<file path="src/rtl/pipelined_carry_select_adder.sv">
// Pipelined carry-select adder/subtractor with valid/ready flow control.
// Each pipeline stage resolves BLOCKS_PER_STAGE carry-select blocks and forwards the unresolved operand slices.
module pipelined_carry_select_adder #(
    parameter int OPERAND_SIZE     = 16,
    parameter int BLOCK_SIZE       = 4,
    parameter int BLOCKS_PER_STAGE = 2
) (
    input  logic                    clk,
    input  logic                    rst,
    input  logic                    in_valid,
    output logic                    in_ready,
    input  logic [OPERAND_SIZE-1:0] A,
    input  logic [OPERAND_SIZE-1:0] B,
    input  logic                    Cin,
    input  logic                    Sub,
    output logic                    out_valid,
    input  logic                    out_ready,
    output logic [OPERAND_SIZE-1:0] Sout,
    output logic                    Cout,
    output logic                    Ovf
);

    localparam int NUM_BLOCKS = OPERAND_SIZE / BLOCK_SIZE;
    localparam int LATENCY    = NUM_BLOCKS / BLOCKS_PER_STAGE;
    localparam int MSB        = OPERAND_SIZE - 1;

    typedef struct packed {
        logic [OPERAND_SIZE-1:0] sum;
        logic                    carry;
    } stage_res_t;

    // Both block sums are formed before the incoming carry is known; the carry only drives the mux.
    function automatic stage_res_t stage_add(
        input int                      stage,
        input logic [OPERAND_SIZE-1:0] a,
        input logic [OPERAND_SIZE-1:0] b,
        input logic [OPERAND_SIZE-1:0] sum_in,
        input logic                    carry_in
    );
        stage_res_t          res;
        logic [BLOCK_SIZE:0] sum0;
        logic [BLOCK_SIZE:0] sum1;
        logic [BLOCK_SIZE:0] sel;
        logic                carry;
        int                  base;
        res.sum = sum_in;
        carry   = carry_in;
        for (int j = 0; j < BLOCKS_PER_STAGE; j++) begin
            base = (stage * BLOCKS_PER_STAGE + j) * BLOCK_SIZE;
            sum0 = {1'b0, a[base +: BLOCK_SIZE]} + {1'b0, b[base +: BLOCK_SIZE]};
            sum1 = sum0 + (BLOCK_SIZE + 1)'(1);
            sel  = carry ? sum1 : sum0;
            res.sum[base +: BLOCK_SIZE] = sel[BLOCK_SIZE-1:0];
            carry = sel[BLOCK_SIZE];
        end
        res.carry = carry;
        return res;
    endfunction

    logic [OPERAND_SIZE-1:0] r_a     [LATENCY];
    logic [OPERAND_SIZE-1:0] r_b     [LATENCY];
    logic [OPERAND_SIZE-1:0] r_sum   [LATENCY];
    logic                    r_carry [LATENCY];
    logic [LATENCY-1:0]      r_valid;
    logic                    r_ovf;

    logic [OPERAND_SIZE-1:0] w_in_a   [LATENCY];
    logic [OPERAND_SIZE-1:0] w_in_b   [LATENCY];
    logic [OPERAND_SIZE-1:0] w_in_sum [LATENCY];
    logic                    w_in_c   [LATENCY];
    stage_res_t              w_res    [LATENCY];
    logic [OPERAND_SIZE-1:0] w_bx;
    logic                    w_c0;
    logic                    w_en;
    logic                    w_msb_cin;
    logic                    w_ovf;

    assign w_bx = Sub ? ~B : B;
    assign w_c0 = Sub ? ~Cin : Cin;

    for (genvar k = 0; k < LATENCY; k++) begin : g_stage
        if (k == 0) begin : g_first
            assign w_in_a[k]   = A;
            assign w_in_b[k]   = w_bx;
            assign w_in_sum[k] = '0;
            assign w_in_c[k]   = w_c0;
        end else begin : g_next
            assign w_in_a[k]   = r_a[k-1];
            assign w_in_b[k]   = r_b[k-1];
            assign w_in_sum[k] = r_sum[k-1];
            assign w_in_c[k]   = r_carry[k-1];
        end
        assign w_res[k] = stage_add(k, w_in_a[k], w_in_b[k], w_in_sum[k], w_in_c[k]);
    end

    // Sum bit = a ^ b ^ carry_in, so the carry into the MSB falls out of the final block's sum bit.
    assign w_msb_cin = w_in_a[LATENCY-1][MSB] ^ w_in_b[LATENCY-1][MSB] ^ w_res[LATENCY-1].sum[MSB];
    assign w_ovf     = w_msb_cin ^ w_res[LATENCY-1].carry;

    assign w_en      = ~r_valid[LATENCY-1] | out_ready;
    assign in_ready  = w_en;
    assign out_valid = r_valid[LATENCY-1];
    assign Sout      = r_sum[LATENCY-1];
    assign Cout      = r_carry[LATENCY-1];
    assign Ovf       = r_ovf;

    always_ff @(posedge clk) begin
        if (rst) begin
            r_valid <= '0;
            r_ovf   <= 1'b0;
            for (int k = 0; k < LATENCY; k++) begin
                r_sum[k]   <= '0;
                r_carry[k] <= 1'b0;
            end
        end else if (w_en) begin
            r_valid[0] <= in_valid;
            for (int k = 1; k < LATENCY; k++) begin
                r_valid[k] <= r_valid[k-1];
            end
            for (int k = 0; k < LATENCY; k++) begin
                r_sum[k]   <= w_res[k].sum;
                r_carry[k] <= w_res[k].carry;
            end
            r_ovf <= w_ovf;
        end
    end

    // NOTE: the operand slices are qualified by the valid bits, so they carry no reset and cost no reset fan-out.
    always_ff @(posedge clk) begin
        if (w_en) begin
            for (int k = 0; k < LATENCY; k++) begin
                r_a[k] <= w_in_a[k];
                r_b[k] <= w_in_b[k];
            end
        end
    end

endmodule

</file>
<file path="config.mk">
export PLATFORM = sky130hd
export DESIGN_NAME = pipelined_carry_select_adder
export DESIGN_NICKNAME = d
export VERILOG_FILES = /design/src/rtl/pipelined_carry_select_adder.sv
export SDC_FILE = /design/constraint.sdc
export NUM_CORES = 1
export LEC_CHECK = 0
export CORE_MARGIN = 4
export CORE_UTILIZATION = 55
export DETAILED_ROUTE_END_ITERATION = 6
export PLACE_DENSITY = 0.94
export SYNTH_ARGS = -nofsm -noshare
export SYNTH_HDL_FRONTEND = slang
export SYNTH_SLANG_ARGS = --single-unit
export TNS_END_PERCENT = 1
</file>
<file path="constraint.sdc">
create_clock -name clk -period 8.6 [get_ports clk]
set_clock_uncertainty 0.05 [all_clocks]
set_input_delay 1.29 -clock clk [delete_from_list [all_inputs] [get_ports clk]]
set_output_delay 1.29 -clock clk [all_outputs]
set_load 0.005 [all_outputs]
</file>
==> results.sh <==
export IMPL_area_growth_pct=24.3
export IMPL_critical_path_max_stage_delay_ps=500
export IMPL_drtPass1Iterations=4
export IMPL_diodes=0
export IMPL_crit_cells=14
export IMPL_reg2reg_depth=9
export IMPL_critPathCapture="r_carry[0][0]$_SDFFCE_PN0P_"
export IMPL_cts_num_sinks=45
export IMPL_max_freq_mhz=240
export IMPL_crit_start="Sub"
export IMPL_routabilityCongestion=0.749
export IMPL_switching_share_pct=25.6
export IMPL_rsz0062_at_grt="false"
export IMPL_post_dp_cell_area_sq_um=3200
export IMPL_synth_top_family_by_area="XOR/XNOR gates"
export IMPL_clockRootBuffer="clkbuf_8"
export IMPL_hold_start="r_valid[0]$_SDFFE_PP0P_"
export IMPL_cp_required_ps=8580
export IMPL_floorplan_initialDensity_pct=56.6
export IMPL_cts_tree="built"
export IMPL_routedWlPerCell_um=12.5
export IMPL_portBuffers=57
export IMPL_seq_power_share_pct=44.9
export IMPL_avgSynthCellArea_sq_um=12.1
export IMPL_dieHeight_um=77.7
export IMPL_post_cts_buffers=0
export IMPL_p_comb_share_pct=29.6
export IMPL_worst_pin_slew_ps=1150
export IMPL_fin_nets=328
export IMPL_rows=25
export IMPL_status="completed"
export IMPL_grt_pass1_wl_um=6960
export IMPL_slew_violations=0
export IMPL_first_iter_violations=58
export IMPL_hold_buffers=0
export IMPL_viasPerCell=5.01
export IMPL_setup_worst_path_start_class="primary input"
export IMPL_cts_buffers=5
export IMPL_fill_cells=331
export IMPL_max_slew_margin_rel_pct=23.6
export IMPL_pwr_share_clk_pct=25.5
export IMPL_wl_um=4170
export IMPL_reg2reg_from="r_b[0][8]$_DFFE_PP_"
export IMPL_synth_cell_types=38
export IMPL_core_area_sq_um=4720
export IMPL_tns_ps=0
export IMPL_yosys_warnings=0
export IMPL_htree_levels=2
export IMPL_r2r_end="Ovf$_SDFFE_PP0P_"
export IMPL_switchingPower_w=0.000164
export IMPL_hold_class="reg -> reg"
export IMPL_async_reset_ff_share_pct=0
export IMPL_dp_hpwl_um=3270
export IMPL_path_delay_family="adder cells"
export IMPL_vias=1672
export IMPL_p_leak_nw=1.36
export IMPL_worstPathArrival_ps=4140
export IMPL_postSynthCellCount=220
export IMPL_r2r_slack_ps=5770
export IMPL_drtAntennaViolNets=0
export IMPL_p_int_w=0.000475
export IMPL_fin_crit_ps=4160
export IMPL_clock_path_buffers=2
export IMPL_ctsResizeCount=0
export IMPL_finalCritPeriodShare_pct=48.4
export IMPL_fin_area_sq_um=3320
export IMPL_setup_viol_count_final=0
export IMPL_drc=0
export IMPL_syn_num_nets=282
export IMPL_synth_adder_area_share_pct=12.4
export IMPL_muxShareOfSynthArea_pct=1.50
export IMPL_worstSetupEndpointType="register"
export IMPL_synth_compound_area_share_pct=4.96
export IMPL_synth_simple_area_share_pct=11.9
export IMPL_syn_cell_area_sq_um=2670
export IMPL_grt_overflow=0
export IMPL_synth_xor_area_share_pct=13.8
export IMPL_gr_usage_all_layers_pct=14.7
export IMPL_clk_pin_slew_ps=80
export IMPL_io_pins=58
export IMPL_path_class="in -> reg"
export IMPL_drive_gt1_share_pct=6.74
export IMPL_die_area_sq_um=6040
export IMPL_synth_seq_area_share_pct=49.4
export IMPL_hold_violations=0
export IMPL_synthFlopType="edfxtp_1"
export IMPL_vdd_drop_max_uv=129
export IMPL_p_per_area_nw_per_um2=192
export IMPL_clkLatencyLatePin_ps=300
export IMPL_crit_path_cell_trace="clkdlybuf4s50_1 > buf_4 > xor2_1 > ha_1 > inv_1 > fa_1 > inv_1 > ha_1 > nand2_1 > nor2_1 > and3_1 > nor4_1 > xor2_1 > nor2_1"
export IMPL_synth_seq_cells=45
export IMPL_worstPathMaxFanout=17
export IMPL_die_w_um=77.7
export IMPL_grt_max_degree=27
export IMPL_cpMaxStageDelayCell="fa_1"
export IMPL_antenna_found_initial=0
export IMPL_first_global_vias=1587
export IMPL_cap_viol_max_count=0
export IMPL_synth_edf_count=42
export IMPL_path_buf_inv=4
==> worst reg2reg max path, stage by stage (launching register included) <==
cell and delay, ps:
edfxtp_1 380, ha_1 240, fa_1 540, ha_1 190, nand3_1 110, nor3_2 260
xnor2_2 210, and4_4 290, xnor3_1 300, o21a_1 170
==> routing by layer <==
metal	track usage [%]	routed length, um	up-vias
li1	-	-	842
met1	17.2	1750	777
met2	25.6	2140	47
met3	3.36	208	6
met4	6.41	75	0
met5	0	0	-
==> sequential cells by signal, summed over array words and instances (netlist names) <==
register / cells
r_a: 8
Ovf: 1
r_b: 8
r_sum: 24
r_valid: 2
r_carry: 2
==> cells by family after synthesis <==
| group | Yosys count |
|---|---|
| adder cells (fa/ha/maj) | 24 |
| buffers and inverters | 26 |
| multiplexers | 4 |
| AND/OR/NAND/NOR | 61 |
| flip-flops | 45 |
| AO/OA/AOI/OAI | 22 |
| XOR/XNOR | 38 |
==> cell usage in the layout, fill, tap and decap left out, types with 6 or more instances in the layout <==
master | Yosys | final
clkdlybuf4s50_1 | 0 | 57
edfxtp_1 | 42 | 42
nor2_1 | 23 | 23
xor2_1 | 22 | 22
ha_1 | 20 | 20
a21oi_1 | 13 | 13
xnor2_1 | 12 | 12
and2_1 | 8 | 8
nand2_1 | 6 | 6
clkbuf_8 | 0 | 6
==> cells in the mapped netlist (4+ instances only) <==
cell type,number,area share [%]
and2_1,8,1.9
buf_4,17,4.8
nor2_1,23,3.2
xnor2_1,12,3.9
edfxtp_1,42,47
mux2i_1,4,1.5
ha_1,20,9.4
xor2_1,22,7.2
nand2_1,6,0.84
fa_1,4,3.0
a21o_1,5,1.4
a21oi_1,13,2.4
inv_1,5,0.70
==> power groups by stage <==
stage | clock network, W | logic (W) | registers [W]
2_1_floorplan | 0 | 0.000136 | 0.000290
3_3_place_gp | 0 | 0.000181 | 0.000291
3_5_place_dp | 0 | 0.000189 | 0.000292
4_1_cts | 0.000166 | 0.000191 | 0.000287
5_1_grt | 0.000173 | 0.000209 | 0.000290
6_report | 0.000163 | 0.000189 | 0.000287
==> worst min-delay path by stage <==
stage                                    endpoint  slack [ps]  cells past startpoint
after floorplan           r_valid[0]$_SDFFE_PP0P_         380                      2
after global placement    r_valid[0]$_SDFFE_PP0P_         390                      2
after detailed placement  r_valid[0]$_SDFFE_PP0P_         420                      2
after CTS                 r_valid[0]$_SDFFE_PP0P_         430                      2
after global routing      r_valid[0]$_SDFFE_PP0P_         440                      2
final                     r_valid[0]$_SDFFE_PP0P_         420                      2
==> metrics by stage <==
stage	hold WS [ps]	worst slack [ps]	total power, W	util [%]	instances
floorplan	376	4880	0.000425	-	220
global placement	388	4260	0.000472	67.8	326
detailed placement	417	4130	0.000481	67.8	326
CTS	429	4430	0.000644	70.4	334
global route	435	4240	0.000673	70.4	334
finish	420	4440	0.000639	70.4	334
==> final cells by class <==
class	instances	area [sq um]	share of cell area [%]
clock buffer	6	82.6	2.48
clock inverter	2	37.5	1.13
inverter	6	22.5	0.678
multi-input combinational	149	1190	35.8
sequential	45	1320	39.8
tap	67	83.8	2.52
timing repair buffer	59	586	17.6
(Power assumes the default switching activity.)
